[src/rtl/spu_imm_load_pipe.sv]
// Immediate-load execution unit for the SPU even pipe (ILH/ILHU/IL/ILA/IOHL).
// The result is formed combinationally at issue, then carried through NUM_PIPES elastic stages.
module spu_imm_load_pipe #(
   parameter int NUM_PIPES = 2,
   parameter int DATA_W    = 128,
   parameter int ADDR_W    = 7,
   parameter int IMM_W     = 18
) (
   input  logic              clk,
   input  logic              rst_n,
   input  logic              flush,
   input  logic              in_valid,
   output logic              in_ready,
   input  logic [10:0]       in_op,
   input  logic [IMM_W-1:0]  in_imm,
   input  logic [ADDR_W-1:0] in_rt,
   input  logic [DATA_W-1:0] in_rt_data,
   output logic              out_valid,
   input  logic              out_ready,
   output logic [ADDR_W-1:0] out_rt,
   output logic [DATA_W-1:0] out_data,
   output logic              out_illegal,
   output logic              busy
);

   localparam int NUM_WORDS = DATA_W / 32;

   localparam logic [10:0] OP_ILH  = 11'b00010000011;
   localparam logic [10:0] OP_ILHU = 11'b00010000010;
   localparam logic [10:0] OP_IL   = 11'b00010000001;
   localparam logic [10:0] OP_ILA  = 11'b00000100001;
   localparam logic [10:0] OP_IOHL = 11'b00011000001;

   function automatic logic op_illegal(input logic [10:0] op);
      case (op)
         OP_ILH, OP_ILHU, OP_IL, OP_ILA, OP_IOHL: op_illegal = 1'b0;
         default:                                 op_illegal = 1'b1;
      endcase
   endfunction

   // Unrecognised opcodes produce a zero word so out_data is zero for illegal ops.
   function automatic logic [31:0] word_result(input logic [10:0]      op,
                                               input logic [IMM_W-1:0] imm,
                                               input logic [31:0]      rt_word);
      logic signed [15:0] i16;
      i16 = imm[15:0];
      case (op)
         OP_ILH:  word_result = {i16, i16};
         OP_ILHU: word_result = {i16, 16'h0000};
         OP_IL:   word_result = 32'(i16);
         OP_ILA:  word_result = {{(32-18){1'b0}}, imm[17:0]};
         OP_IOHL: word_result = rt_word | {16'h0000, i16};
         default: word_result = 32'h0000_0000;
      endcase
   endfunction

   logic [DATA_W-1:0]    res_data;
   logic                 res_ill;

   logic [NUM_PIPES-1:0] vld_p;
   logic [NUM_PIPES-1:0] ill_p;
   logic [NUM_PIPES-1:0] adv;
   logic [ADDR_W-1:0]    rt_p   [NUM_PIPES];
   logic [DATA_W-1:0]    data_p [NUM_PIPES];

   always_comb begin
      res_data = '0;
      for (int w = 0; w < NUM_WORDS; w++) begin
         res_data[32*w +: 32] = word_result(in_op, in_imm, in_rt_data[32*w +: 32]);
      end
      res_ill = op_illegal(in_op);
   end

   // Advance chain runs from the output back to stage 0 so empty stages absorb stalls.
   always_comb begin : adv_chain
      logic chain;
      adv   = '0;
      chain = ~vld_p[NUM_PIPES-1] | out_ready;
      adv[NUM_PIPES-1] = chain;
      for (int k = NUM_PIPES - 2; k >= 0; k--) begin
         chain  = ~vld_p[k] | chain;
         adv[k] = chain;
      end
   end

   // Stage 0 captures the issued op; stages 1..NUM_PIPES-1 shift it towards the output.
   always_ff @(posedge clk or negedge rst_n) begin
      if (!rst_n) begin
         vld_p <= '0;
         ill_p <= '0;
         for (int k = 0; k < NUM_PIPES; k++) begin
            rt_p[k]   <= '0;
            data_p[k] <= '0;
         end
      end else if (flush) begin
         vld_p <= '0;
      end else begin
         if (adv[0]) begin
            vld_p[0] <= in_valid;
            if (in_valid) begin
               rt_p[0]   <= in_rt;
               data_p[0] <= res_data;
               ill_p[0]  <= res_ill;
            end
         end
         for (int k = 1; k < NUM_PIPES; k++) begin
            if (adv[k]) begin
               vld_p[k] <= vld_p[k-1];
               if (vld_p[k-1]) begin
                  rt_p[k]   <= rt_p[k-1];
                  data_p[k] <= data_p[k-1];
                  ill_p[k]  <= ill_p[k-1];
               end
            end
         end
      end
   end

   assign in_ready    = adv[0];
   assign out_valid   = vld_p[NUM_PIPES-1];
   assign out_rt      = rt_p[NUM_PIPES-1];
   assign out_data    = data_p[NUM_PIPES-1];
   assign out_illegal = ill_p[NUM_PIPES-1];
   assign busy        = |vld_p;

endmodule

[config.mk]
export PLATFORM = sky130hd
export DESIGN_NAME = spu_imm_load_pipe
export DESIGN_NICKNAME = d
export VERILOG_FILES = /design/src/rtl/spu_imm_load_pipe.sv
export SDC_FILE = /design/constraint.sdc
export NUM_CORES = 1
export LEC_CHECK = 0
export ABC_AREA = 1
export CORE_MARGIN = 4
export CORE_UTILIZATION = 35
export CTS_BUF_LIST = sky130_fd_sc_hd__clkbuf_8
export CTS_CLUSTER_SIZE = 30
export DETAILED_ROUTE_END_ITERATION = 8
export HOLD_SLACK_MARGIN = 0.08
export PLACE_DENSITY = 0.71
export SKIP_CTS_REPAIR_TIMING = 1
export SLEW_MARGIN = 10
export SYNTH_ARGS = -nofsm -noshare
export SYNTH_HDL_FRONTEND = slang
export SYNTH_SLANG_ARGS = --single-unit
[constraint.sdc]
create_clock -name clk -period 3 [get_ports clk]
set_input_delay 0.45 -clock clk [delete_from_list [all_inputs] [get_ports clk]]
set_output_delay 0.45 -clock clk [all_outputs]
set_load 0.02 [all_outputs]
## Word-level counts from Yosys, hierarchy flattened

Index checks and enable logic that the tools add are counted.

| storage, ports and cells | value |
|---|---|
| bits in registers | 274 |
| latch bits | 0 |
| RAM bits | 0 |
| memory bits (read-only) | 0 |
| bits of input ports | 169 |
| output and inout bits | 139 |
| memories kept | 0 |

| operators by class | value |
|---|---|
| add/sub/neg operators | 0 |
| $mul | 0 |
| div/mod/pow operators | 0 |
| $lt $le $gt $ge | 0 |
| equality and inequality tests | 5 |
| shifts and indexed selects | 0 |
| muxes and demuxes | 8 |
| bitwise gates (word level) | 9 |
| reductions and logical operators | 6 |

Operators with widths:

| kind | count |
|---|---|
| 32-bit case mux with 5 select lines | 4 |
| 32-bit by 16-bit OR with 32-bit output | 4 |
| 11-bit by 8-bit == test with 1-bit output (second input constant) | 4 |
| 11-bit by 6-bit == test with 1-bit output (second input constant) | 1 |
| 3-bit AND reduction | 2 |
| 5-bit OR reduction | 1 |
| 2-bit nonzero test | 2 |
| 1-bit two-way mux | 3 |
| 1-bit inverter | 3 |
| 2-bit two-way mux | 1 |
| 1-bit OR | 2 |
| 2-bit OR reduction | 1 |

## Longest topological paths before layout

| depth | value |
|---|---|
| depth in word-level cells | 5 |
| gate-level depth with buffers | 11 |

## Worst setup path before layout

OpenSTA, ideal clock, no wires.

| timing path | value |
|---|---|
| kind | register to register |
| from | register vld_p[1] |
| to | register data_p[161] (netlist bit) |
| setup time | 0.066 ns |
| arrival | 1.563 ns |
| required time | 2.934 ns |
| slack | 1.372 ns |
| cell stages (with the launch flop) | 10 |
| period minus slack after synthesis | 1.628 ns |
| path through | dfrtp_1 inv_1 nor2_1 nand2_1 nand2_1 inv_1 buf_2 clkbuf_1 nand2_1 nand2_1 |

| on the way | value |
|---|---|
| word-level cells in the longest chain between the ends | 4 |

RTL lines:

| what | RTL line | text |
|---|---|---|
| from (decl) | 60 | `logic [NUM_PIPES-1:0] vld_p;` |
| from (signal, indexed assignment) | 108 | `vld_p[k] <= vld_p[k-1];` |
| 1-bit inverter | 78 | `chain = ~vld_p[NUM_PIPES-1] \| out_ready;` |
| 1-bit OR | 78 |  |
| 1-bit OR | 81 | `chain = ~vld_p[k] \| chain;` |
| via in_ready | 13 | `output logic in_ready,` |
| 3-bit AND reduction (no line) | - |  |
| to (signal, indexed assignment) | 111 | `data_p[k] <= data_p[k-1];` |
| to (decl) | 64 | `logic [DATA_W-1:0] data_p [NUM_PIPES];` |

The timed path passes the listed nets, and every way through them passes these cells.
A chain may end at the register's enable or synchronous reset.

## Worst setup path after layout

| timing path | value |
|---|---|
| from | register vld_p[1] |
| to | output port in_ready |

| on the way | value |
|---|---|
| word-level cells in the longest chain between the ends | 3 |

RTL lines:

| what | RTL line |
|---|---|
| 1-bit inverter | 78 |
| 1-bit OR | 78 |
| 1-bit OR | 81 |
| to (decl) | 13 |

Every way passes these cells.

==> key figures <==
STA
  • Setup Total Neg Slack: 0 ns
  • Worst Setup Slack, final: around 0.71 ns
  • Share of the clock period used by the worst path: 0.7646
  • RSZ-0062 raised after global routing: no
  • Final Critical Period: around 2.3 ns
  • Peak clock frequency supported by timing: around 440 MHz
  • Transition at the pin with the smallest max-transition slack: 0.6581 ns
  • Worst slew margin: 0.5613
  • Maximum clock skew at final layout: roughly 0.023 ns
  • Total count of hold-check failures in the final report: 0
  • Max Slew Vio Count: 0
  • Final setup violation count: 0

Synthesis
  • YS warnings: 0
  • Netlist area before placement: 0.01411 sq mm
  • Post-Synthesis Cells: ~1500
  • FFs w/ async S/R, synth: 1.000
  • Avg Cell Area, Syn: ~9.3 sq um
  • Part of the Yosys area used for sequential elements: 0.4858
  • Count of distinct cell types in the synthesized netlist: 24
  • Synthesized flop and latch total: 274
  • Leading register cell type out of synthesis: dfrtp_1
  • Count of flip-flops with a built-in enable after synthesis: 0
  • Number of nets produced by synthesis: roughly 1700

Floorplan
  • Number of top-level pins: approximately 310
  • Placeable core region: roughly 0.04 sq mm
  • Chip width: around 210 um
  • Area enclosed by the die boundary: between 0.04 and 0.05 sq mm
  • FP Rows: 73
  • Y dimension of the die: ~210 um
  • Starting density of the core: 0.3544

Worst setup path
  • Max Fanout on Critical Path: 3
  • CP max-delay cell: clkdlybuf4s50_1
  • Worst path buffer plus inverter count: 2
  • Path depth of the worst reg2reg path: 8
  • Required time of the worst setup path: between 2 and 3 ns
  • Category of the critical setup timing path: flop to primary output
  • Setup crit start kind: flop
  • Critical path cell sequence: inv_1, nor2_1, nand2_1, clkdlybuf4s50_1
  • Count of cell instances traversed by the critical path: 4
  • Critical Path AT: roughly 1.8 ns
  • R2R Setup Slk: roughly 1 ns
  • Crit-path max cell delay: between 0.6 and 0.7 ns
  • Critical Path End Type: primary output
  • Family with the most delay on the worst path: buffers and inverters

Cells and area
  • Relative area change from synthesis to final layout: 26.04%
  • Fill cell instance count of the final layout: 3863
  • Final Net Count: about 1900
  • Non-filler cells in the finished layout: roughly 2200
  • Design area: between 0.015 and 0.02 sq mm
  • Area of combinational cells with multiple inputs: 0.005660 sq mm
  • Commonest cells after routing, fill and taps aside: nand2_1 (431), clkdlybuf4s50_1 (306), dfrtp_1 (274)
  • Fraction of layout cells with a size suffix above 1: 0.1920
  • Most frequent standard cell in the layout excluding fill and tap cells: nand2_1
  • Sequential standard cell area: a little under 0.007 sq mm

Route
  • Iter 0 DRT Violations: 1220
  • Number of iterations in the first detailed-routing pass: 6
  • Routed WL per cell: around 23 um
  • Number of nets with antenna violations after detailed routing: 0
  • DRC Markers: 0
  • WL final: about 53000 um
  • Routed via count: 11960
  • Avg Vias per Cell: 5.324

Global routing
  • Via count of the first global-routing pass: 11950
  • GRT overflow: 0
  • Global-route total usage across every layer: 0.2338
  • Largest net degree at the start of global routing: 78
  • Antenna violations before repair: 10
  • Global-route wire length before repair: 77830 um

Pwr
  • Total power divided by cell area: 457.9 mW/mm^2
  • IR Drop Worst-Case VDD: 0.2481 mV
  • LEAKAGE: roughly 9 nW

Clock tree
  • TritonCTS clock tree: done
  • Number of buffers created by CTS: 48
  • Number of clock sinks: ~270
  • CTS H-Tree Depth: 2
  • Clock latency of the later-clocked register in the worst-skew pair: between 0.5 and 0.6 ns
  • Clock slew at reported path FFs: around 0.06 ns
  • Max clock buf depth: 3
  • Clock root buffer master: clkbuf_8

Min path
  • Hold path depth: 3
  • Hold Path Class: input pin to flop

Placement
  • Minimum setup slack after placement: between 0.3 and 0.4 ns
  • Final RePlAce weighted congestion: about 0.95
  • Total placed instance area: 0.01677 sq mm
  • Total placed cells including tap cells: about 2200
  • Detail Placement HPWL: between 30000 and 40000 um
  • Number of I/O port buffers: between 300 and 400

Run
  • Count of max-cap constraint violations: 0

Run status
  • Run status: completed
-- area by class of cell --
class	instances	share of cell area
flip-flops and latches	274	0.3854
multi-input cells	994	0.3182
repair buffers	341	0.1974
clock buffers	62	0.04797
well taps	525	0.03692
clock inverters	22	0.008229
inverters	26	0.005627
diodes	2	0.0002813
-- layer usage --
metal,up-vias,share of wire,global-route usage
met5,-,0.0019,0
met4,16,0.043,0.09248
met3,142,0.11,0.08332
met2,631,0.46,0.3738
met1,5838,0.38,0.2906
li1,5330,-,-
-- Yosys cell counts, types with 8 or more instances --
cell type | number | area (sq um)
nand2_1 | 433 | 1625
buf_2 | 50 | 250.2
or2_2 | 64 | 400.4
buf_6 | 8 | 90.09
nand3_4 | 9 | 157.7
clkbuf_1 | 15 | 56.30
o21ai_0 | 12 | 60.06
dfrtp_1 | 274 | 6857
nor2_1 | 22 | 82.58
inv_1 | 21 | 78.83
nand4_1 | 120 | 750.7
mux2_2 | 130 | 1464
nand3_1 | 187 | 935.9
buf_4 | 145 | 1089
-- registers in the layout, indices dropped and copies added, names as in the netlist --
register,cells
out_data,128
vld_p,2
out_rt,7
rt_p,7
data_p,128
ill_p,2
-- worst register-to-register path, delay by kind of cell, from the launching register on --
kind / cells / cell delay [ns]
buf+inv: 3 / 0.85
simple gates: 5 / 0.71
flops: 1 / 0.34
-- path summary, 6_finish.rpt --
kind | end | startpoint
worst min register to register | data_p[162] | data_p[162]
worst max register to register | data_p[157] | vld_p[1]
max in group asynchronous | out_data[61] | rst_n
min in group asynchronous | out_data[30] | rst_n
worst min-delay path | rt_p[7] | in_rt[0]
worst max-delay path | in_ready | vld_p[1]
-- report_power, final --
part,internal [W],switching [W]
Sequential,0.00374,0.0000212
Combinational,0.000357,0.000415
Clock,0.00202,0.00160
Total,0.00611,0.00203
-- per-stage QoR --
stage               hold slack (ns)  power [W]    util
floorplan                    0.1544   0.004123       -
global placement             0.4595   0.004584  0.4212
detailed placement           0.4614   0.004596  0.4212
CTS                         -0.1278   0.008195  0.4463
global route                 0.4454   0.008415  0.4467
finish                       0.4408   0.008145  0.4467
-- cells by family after synthesis --
kind of cell	share of synthesized area
flip-flops	0.4858
buffers and inverters	0.1143
multiplexers	0.1037
AND/OR/NAND/NOR	0.2913
AO/OA/AOI/OAI	0.004964
Power figures use the tool's default switching activity.
